--- src/rtl/mem_pkg.sv ---
// Constants and types shared by the single-port RAM and the blocks that stream to or from it.
package mem_pkg;

   localparam int MEM_DATA_W = 3;
   localparam int MEM_ADDR_W = 5;
   localparam int MEM_LEN_W  = 6;

   typedef enum logic [1:0] {
      IDLE,
      RUN,
      DRAIN,
      DONE
   } burst_state_t;

endpackage

--- src/rtl/skid_fifo2.sv ---
// Two-entry synchronous FIFO with a registered head, used to absorb RAM return data
// while a stream consumer applies backpressure.
module skid_fifo2 #(
   parameter int WIDTH = 3
) (
   input  logic             clk,
   input  logic             reset,
   input  logic             push,
   input  logic [WIDTH-1:0] push_data,
   input  logic             pop,
   output logic [1:0]       count,
   output logic [WIDTH-1:0] head
);

   logic [WIDTH-1:0] slot [2];
   logic             wr_ptr;
   logic             rd_ptr;
   logic             do_pop;

   assign do_pop = pop && (count != 2'd0);
   assign head   = slot[rd_ptr];

   // NOTE: the storage is two flops, so it is reset along with the pointers; this keeps head at 0 after reset.
   always_ff @(posedge clk) begin
      if (reset) begin
         slot[0] <= '0;
         slot[1] <= '0;
         wr_ptr  <= 1'b0;
         rd_ptr  <= 1'b0;
         count   <= 2'd0;
      end else begin
         if (push) begin
            slot[wr_ptr] <= push_data;
            wr_ptr       <= ~wr_ptr;
         end
         if (do_pop) begin
            rd_ptr <= ~rd_ptr;
         end
         case ({push, do_pop})
            2'b10:   count <= count + 2'd1;
            2'b01:   count <= count - 2'd1;
            default: count <= count;
         endcase
      end
   end

   // The producer's credit scheme must never push into a full FIFO that is not popping.
   a_no_overflow: assert property (@(posedge clk) disable iff (reset)
      !(push && !do_pop && count == 2'd2));

endmodule

--- src/rtl/mem_burst_reader.sv ---
// Burst read initiator: issues sequential RAM reads for a (start_addr, len) command and
// streams the returned words out on a valid/ready interface with full backpressure.
module mem_burst_reader
   import mem_pkg::*;
#(
   parameter int DATA_W = MEM_DATA_W,
   parameter int ADDR_W = MEM_ADDR_W,
   parameter int LEN_W  = MEM_LEN_W,
   parameter int RD_LAT = 1
) (
   input  logic              clk,
   input  logic              reset,
   input  logic              start,
   input  logic [ADDR_W-1:0] start_addr,
   input  logic [LEN_W-1:0]  len,
   output logic              busy,
   output logic              done,
   output logic              mem_write,
   output logic [ADDR_W-1:0] mem_addr,
   output logic [DATA_W-1:0] mem_data_in,
   input  logic [DATA_W-1:0] mem_data_out,
   output logic              out_valid,
   output logic [DATA_W-1:0] out_data,
   input  logic              out_ready
);

   if (RD_LAT != 1) begin : g_rd_lat_check
      $error("mem_burst_reader only supports RD_LAT == 1");
   end

   burst_state_t      state_q;
   burst_state_t      state_d;
   logic [ADDR_W-1:0] rd_addr;
   logic [LEN_W-1:0]  issue_cnt;
   logic [LEN_W-1:0]  rem_cnt;
   logic              inflight;
   logic [1:0]        fifo_count;
   logic [2:0]        credit_used;
   logic              issue;
   logic              pop;
   logic              accept;

   assign pop         = out_valid && out_ready;
   assign accept      = (state_q == IDLE) && start && (len != '0);
   assign credit_used = {1'b0, fifo_count} + {2'b00, inflight};

   // A slot being popped this cycle is free again by the time the new read returns,
   // which is what sustains one word per cycle with out_ready held high.
   assign issue = (state_q == RUN) &&
                  ((credit_used < 3'd2) || (pop && credit_used == 3'd2));

   assign mem_write   = 1'b0;
   assign mem_data_in = '0;
   assign mem_addr    = rd_addr;
   assign out_valid   = (fifo_count != 2'd0);

   // NOTE: sequential state uses non-blocking assignments so every register samples pre-edge values.
   always_ff @(posedge clk) begin
      if (reset) begin
         state_q <= IDLE;
      end else begin
         state_q <= state_d;
      end
   end

   always_comb begin
      // NOTE: defaulting state_d first means no path through the case can infer a latch.
      state_d = state_q;
      unique case (state_q)
         IDLE:  if (start) state_d = (len == '0) ? DONE : RUN;
         RUN:   if (issue && issue_cnt == LEN_W'(1)) state_d = DRAIN;
         DRAIN: if (pop && rem_cnt == LEN_W'(1)) state_d = DONE;
         DONE:  state_d = IDLE;
         default: state_d = IDLE;
      endcase
   end

   always_comb begin
      busy = 1'b0;
      done = 1'b0;
      unique case (state_q)
         RUN, DRAIN: busy = 1'b1;
         DONE:       done = 1'b1;
         default:    ;
      endcase
   end

   always_ff @(posedge clk) begin
      if (reset) begin
         rd_addr   <= '0;
         issue_cnt <= '0;
         rem_cnt   <= '0;
         inflight  <= 1'b0;
      end else begin
         if (accept) begin
            rd_addr   <= start_addr;
            issue_cnt <= len;
            rem_cnt   <= len;
         end else begin
            if (issue) begin
               rd_addr   <= rd_addr + ADDR_W'(1);
               issue_cnt <= issue_cnt - LEN_W'(1);
            end
            if (pop) begin
               rem_cnt <= rem_cnt - LEN_W'(1);
            end
         end
         inflight <= issue;
      end
   end

   // The RAM output is only meaningful the cycle after an issue, so inflight gates the push.
   skid_fifo2 #(
      .WIDTH(DATA_W)
   ) u_fifo (
      .clk      (clk),
      .reset    (reset),
      .push     (inflight),
      .push_data(mem_data_out),
      .pop      (pop),
      .count    (fifo_count),
      .head     (out_data)
   );

endmodule

--- config.mk ---
export PLATFORM = sky130hd
export DESIGN_NAME = mem_burst_reader
export DESIGN_NICKNAME = d
export VERILOG_FILES = /design/src/rtl/mem_pkg.sv /design/src/rtl/skid_fifo2.sv /design/src/rtl/mem_burst_reader.sv
export SDC_FILE = /design/constraint.sdc
export NUM_CORES = 1
export LEC_CHECK = 0
export ABC_AREA = 0
export CORE_MARGIN = 5
export CORE_UTILIZATION = 38
export CTS_BUF_LIST = sky130_fd_sc_hd__clkbuf_4 sky130_fd_sc_hd__clkbuf_8
export CTS_CLUSTER_DIAMETER = 40
export DETAILED_ROUTE_END_ITERATION = 8
export GPL_TIMING_DRIVEN = 0
export SLEW_MARGIN = 20
export SYNTH_ARGS = -nofsm -noshare
export SYNTH_HDL_FRONTEND = slang
export SYNTH_HIERARCHICAL = 1
export SYNTH_SLANG_ARGS = --single-unit
--- constraint.sdc ---
create_clock -name clk -period 3.4 [get_ports clk]
set_clock_uncertainty 0.05 [all_clocks]
set_input_delay 0.51 -clock clk [delete_from_list [all_inputs] [get_ports clk]]
set_output_delay 0.51 -clock clk [all_outputs]
set_load 0.005 [all_outputs]
Word-level counts from Yosys, hierarchy flattened
Memory sizes are Yosys's and may differ from the RTL's. A register that Yosys moved wholly into a read port is not among the register bits. Cells that the tools add are included.

Memories kept: 1. Flip-flop bits (word level): 24. Memory bits (writable): 6. Logic and storage cells: 72. Input bits: 18.

Bitwise operators: 2. Reductions and logical operators: 19. $lt $le $gt $ge: 1. Eq/ne operators: 11. $add $sub $neg: 6. Muxes and demuxes: 24.

Memories: u_fifo.slot (words 2, width 3, rd ports 1, clocked after Yosys merged registers in 1, write ports 2, RTL line skid_fifo2.sv:15) `logic [WIDTH-1:0] slot [2];`.

Operator list (count): 6-bit 2-to-1 mux (4); 6-bit by 1-bit equality test with 1-bit output, second input constant (2); 6-bit by 1-bit subtractor with 6-bit output, second input constant (2); 1-bit 2-to-1 mux (11); 5-bit 2-to-1 mux (2); 1-bit logical AND (8); 2-bit 2-to-1 mux (4); 2-bit case mux with 4 select lines (1); 2-bit nonzero test (4); 2-bit equality test, second input constant (3); 6-bit logical NOT (1); 6-bit nonzero test (1); 5-bit by 1-bit adder with 5-bit output, second input constant (1); 2-bit by 1-bit equality test with 1-bit output, second input constant (2); 2-bit != test, second input constant (2); 2-bit case mux with 2 select lines (1); 2-bit by 1-bit adder with 3-bit output (1); 3-bit by 2-bit equality test with 1-bit output, second input constant (1); 3-bit by 2-bit less-than comparator with 1-bit output, second input constant (1); 3-bit 2-to-1 mux (1); 3-bit AND reduction (1); 3-bit OR reduction (1); 2-bit by 1-bit adder with 2-bit output, second input constant (1); 2-bit logical NOT (1); other kinds (5) (6).

Logic depth before layout (Yosys ltp)
Depth in word-level cells: 8. Mapped depth: 9.

Hierarchy
Netlist, hierarchy kept.

Modules (own cells, without submodules): mem_burst_reader (times used 1, sequential area each 400.4 um2, cells an instance 134, area each 1227.4 um2); skid_fifo2 (times used 1, sequential area each 280.3 um2, cells an instance 42, area each 467.9 um2).

Worst setup path after synthesis
OpenSTA, ideal clock, no wires.

Path type: flip-flop to flip-flop. From: register u_fifo.count[0]. To: register rd_addr[3] (netlist: mem_addr[3]). Period minus slack after synthesis: 2071 ps. Arrival time: 1936 ps. Setup time: 86 ps. Setup slack: 1329 ps. Stages on the path, launching flop included: 10. Data required time: 3264 ps. Path through: dfxtp_1 -> ha_1 -> inv_1 -> ha_1 -> nor4bb_1 -> a22o_1 -> buf_2 -> nand4_1 -> xor2_1 -> a211oi_1.

Word-level cells in the longest chain between the ends: 6. Elaborated cells on any way between the ends: 9. Classes of those cells: 1 x add/sub; 1 x order compare; 1 x eq/ne; 6 x reduce/logical.

Ends and longest elaborated chain: from (decl) (RTL line skid_fifo2.sv:11) `output logic [1:0] count,`; from (signal assigned) (RTL line skid_fifo2.sv:40) `2'b10: count <= count + 2'd1;`; from (signal assigned) (RTL line skid_fifo2.sv:41) `2'b01: count <= count - 2'd1;`; from (signal assigned) (RTL line skid_fifo2.sv:42) `default: count <= count;`; branches (longest 3 deep; another with 2-bit by 1-bit adder with 3-bit output); 1-bit logical OR * (RTL line mem_burst_reader.sv:50) `((credit_used < 3'd2) || (pop && credit_used == 3'd2));`; 1-bit logical AND * (RTL line mem_burst_reader.sv:49) `assign issue = (state_q == RUN) &&`; 2-bit nonzero test (no source line) *; to (signal assigned) (RTL line mem_burst_reader.sv:96) `rd_addr <= start_addr;`; to (signal assigned) (RTL line mem_burst_reader.sv:101) `rd_addr <= rd_addr + ADDR_W'(1);`; to (decl) (RTL line mem_burst_reader.sv:33) `logic [ADDR_W-1:0] rd_addr;`.

Mark *: on every way between the ends. A chain may end at the register's enable or synchronous reset.

Final worst setup path
Same ends and word-level chain as after synthesis.

==> flow_summary_export.csv <==
group,metric,value,unit
status,status,"completed",
clocking,cts_tree,"done",
worst_setup_path,max_stage_delay,450,ps
route,drc_errors,0,
sta,grt_setup_unrepaired,"false",
worst_setup_path,path_class,"flop to flop",
worst_setup_path,critPathArrivalTime,2560,ps
sta,drv_slew,0,
clocking,htreeDepth,2,
synthesis,synth_area_leader_cell,"dfxtp_1",
min_path,holdPathEnd,"u_fifo/wr_ptr",
worst_setup_path,r2r_cells,9,
synthesis,syn-instance-count,176,
sta,whs,424,ps
synthesis,synthArstFlopShare,0,%
job,maxCapViolCount,0,
place,dpl.hpwl,2730,um
synthesis,synthesis.area,0.00170,sq mm
clocking,cts_resized,0,
clocking,clk_pin_slew,60,ps
route,dr.pass1.iters,4,
synthesis,synth_area_leaders,"dfxtp_1 30%, edfxtp_1 11%, ha_1 10%",
place,place.gp.congestion,0.789,
global_routing,grtUsageTotal,12.5,%
sta,hold_violations,0,
cells_and_area,diodes,0,
global_routing,antenna_found_initial,0,
worst_setup_path,rr_endpoint,"mem_addr[3]",
route,wl,3500,um
synthesis,synth_edf_count,6,
cells_and_area,fillers,402,
sta,slew_headroom,65.7,%
sta,final.min_clock_period,2420,ps
min_path,whs_path_depth,2,
synthesis,synthTopCellsByCount,"25 x dfxtp_1, 15 x nor2_1, 14 x ha_1",
worst_setup_path,path_cells,"ha_1, inv_1, ha_1, nor4bb_1, a22o_1, buf_2, nand4_1, xor2_1, a211oi_1",
cells_and_area,nNetsFinal,246,
cells_and_area,final_util,49.3,%
global_routing,first_global_vias,1388,
route,routed_via_density,5.03,
min_path,hp-start,"u_fifo/wr_ptr",
floorplanning,dieWidth,76.8,um
floorplanning,io_pins,33,
floorplanning,core.rowCount,24,
clocking,hold_buffers,0,
synthesis,syn_area_per_cell,9.63,sq um
min_path,min_path_type,"flop to flop",
worst_setup_path,r2r-start,"u_fifo/count[0]",
floorplanning,die-area,0.00590,sq mm
sta,setup-violations-final,0,
place,io_buffers,28,
route,drtIter0Drc,54,
clocking,clock-sinks,31,
worst_setup_path,reg2reg_slack,980,ps
synthesis,synth_top_area_share,29.5,%
sta,max_freq,413,MHz
pwr,ir_drop,326,uV
clocking,clock_latency,270,ps
sta,worst_slew_pin_slew,513,ps
global_routing,overflow,0,
worst_setup_path,critPathMaxFanout,10,
worst_setup_path,critPathLaunchType,"flop",
global_routing,grt_pass1_wl,6070,um
synthesis,synthFlopType,"dfxtp_1",
pwr,powerDensity,691,mW/mm^2
place,dp_cells,259,
cells_and_area,syn_to_final_growth,26.6,%
clocking,cts_setup_buffers,0,
clocking,cts_root_buf,"clkbuf_8",
clocking,numCtsBuffers,5,
worst_setup_path,crit_slowest_cell,"dfxtp_1",
pwr,leakage,0.825,nW
synthesis,synth_cell_types,43,
pwr,finalPower,1.48,mW
synthesis,yosys_register_bits,31,
route,ant_nets,0,
clocking,cts_buffer_depth,2,
floorplanning,initial_core_util,38.9,%
sta,setup_tns,0,ps
floorplanning,fp.coreArea,0.00435,sq mm
worst_setup_path,crit_top_cell,"ha_1",
cells_and_area,fin_cells,267,
cells_and_area,drive_gt1_share,11.2,%
synthesis,seq_area_frac_synth,40.1,%
route,post_drt_wl_per_cell,13.1,um
sta,finalCritPeriodShare,71.2,%
route,num_vias,1342,
synthesis,synth_most_common_cell,"dfxtp_1",
global_routing,grt_max_degree,11,
synthesis,synth_warnings,6,
worst_setup_path,worstSetupEndpointType,"flop",
worst_setup_path,required,3540,ps
floorplanning,die_y,76.8,um
==> placed cells by master, fill, tap and decap left out, types with 2 or more instances in the layout <==
cell type,Yosys,layout
edfxtp_1,6,6
o21ai_0,2,2
a211oi_1,5,5
buf_2,3,3
clkbuf_8,0,6
dfxtp_1,25,25
o21a_1,2,2
nand2b_1,7,7
nor2_1,15,15
nor3_1,5,5
mux2_2,3,3
clkdlybuf4s50_1,0,28
nand2_1,10,10
a31oi_1,2,2
inv_1,10,10
a21oi_1,13,13
clkbuf_1,2,2
buf_4,4,4
xnor2_1,7,7
conb_1,1,4
o21bai_1,5,5
ha_1,14,14
mux2i_1,2,2
nand4_1,4,4
xor2_1,9,9
==> logic make-up (layout without fill, tap and decap cells) <==
kind of cell | count (synthesis) | in the layout | share of synthesized area, %
mux | 5 | 5 | 3.17
buf+inv | 20 | 56 | 5.98
other cells | 1 | 4 | 0.221
compound gates | 37 | 37 | 15.8
xor+xnor | 16 | 16 | 8.27
flops | 31 | 31 | 40.1
simple gates | 52 | 52 | 16.1
fa+ha+maj | 14 | 14 | 10.3
==> area by class of cell <==
cell class,count,area (sq um),area share (%)
tap,52,65.1,3.03
sequential,31,681,31.7
timing repair buffer,28,280,13.1
buffer,10,63.8,2.97
clock inverter,1,5.00,0.233
clock buffer,7,90.1,4.20
inverter,10,37.5,1.75
multi-input combinational,128,925,43.1
==> how the worst max path moves through the flow <==
stage | from | end | slack (ps) | cells past startpoint
finish | u_fifo/count[0] | mem_addr[3] | 980 | 9
floorplan | u_fifo/count[0] | mem_addr[3] | 1330 | 9
CTS | u_fifo/count[0] | mem_addr[3] | 960 | 9
global route | u_fifo/count[0] | mem_addr[3] | 730 | 9
detailed placement | len[0] | issue_cnt[4] | 800 | 5
global placement | len[0] | issue_cnt[4] | 800 | 5
==> worst max-delay path, delay by kind of cell, from the launching register on <==
family	cells	cell delay (ps)
buffers and inverters	2	340
adders and majority gates	2	480
xor gates and xnor gates	1	160
DFF	1	450
AOI/OAI and AO/OA	2	490
and+or+nand+nor	2	360
==> flip-flops by register name, summed over array words and instances, names as in the netlist, named ones only <==
register,flops
state_q,2
u_fifo/wr_ptr,1
u_fifo/rd_ptr,1
issue_cnt,6
rem_cnt,6
u_fifo/count,2
mem_addr,5
u_fifo/slot,6
inflight,1
==> per-stage QoR <==
step | cell area [sq um] | setup slack (ps)
floorplan | 1710 | 1330
global placement | 2050 | 805
detailed placement | 2050 | 800
CTS | 2150 | 958
global route | 2150 | 729
finish | 2150 | 978
==> power breakdown <==
part | internal, mW | total (mW) | switching, mW
logic | 0.316 | 0.622 | 0.306
clock network | 0.171 | 0.297 | 0.126
registers | 0.474 | 0.564 | 0.0899
==> metal layers <==
metal  global-route usage [%]  vias to the layer above  wire length (um)
met3                     4.10                        5               162
met2                     21.6                       23              1770
met5                        0                        -                 0
met1                     14.0                      624              1510
li1                         -                      690                 -
met4                     5.42                        0                55
Power figures use the tool's default switching activity.
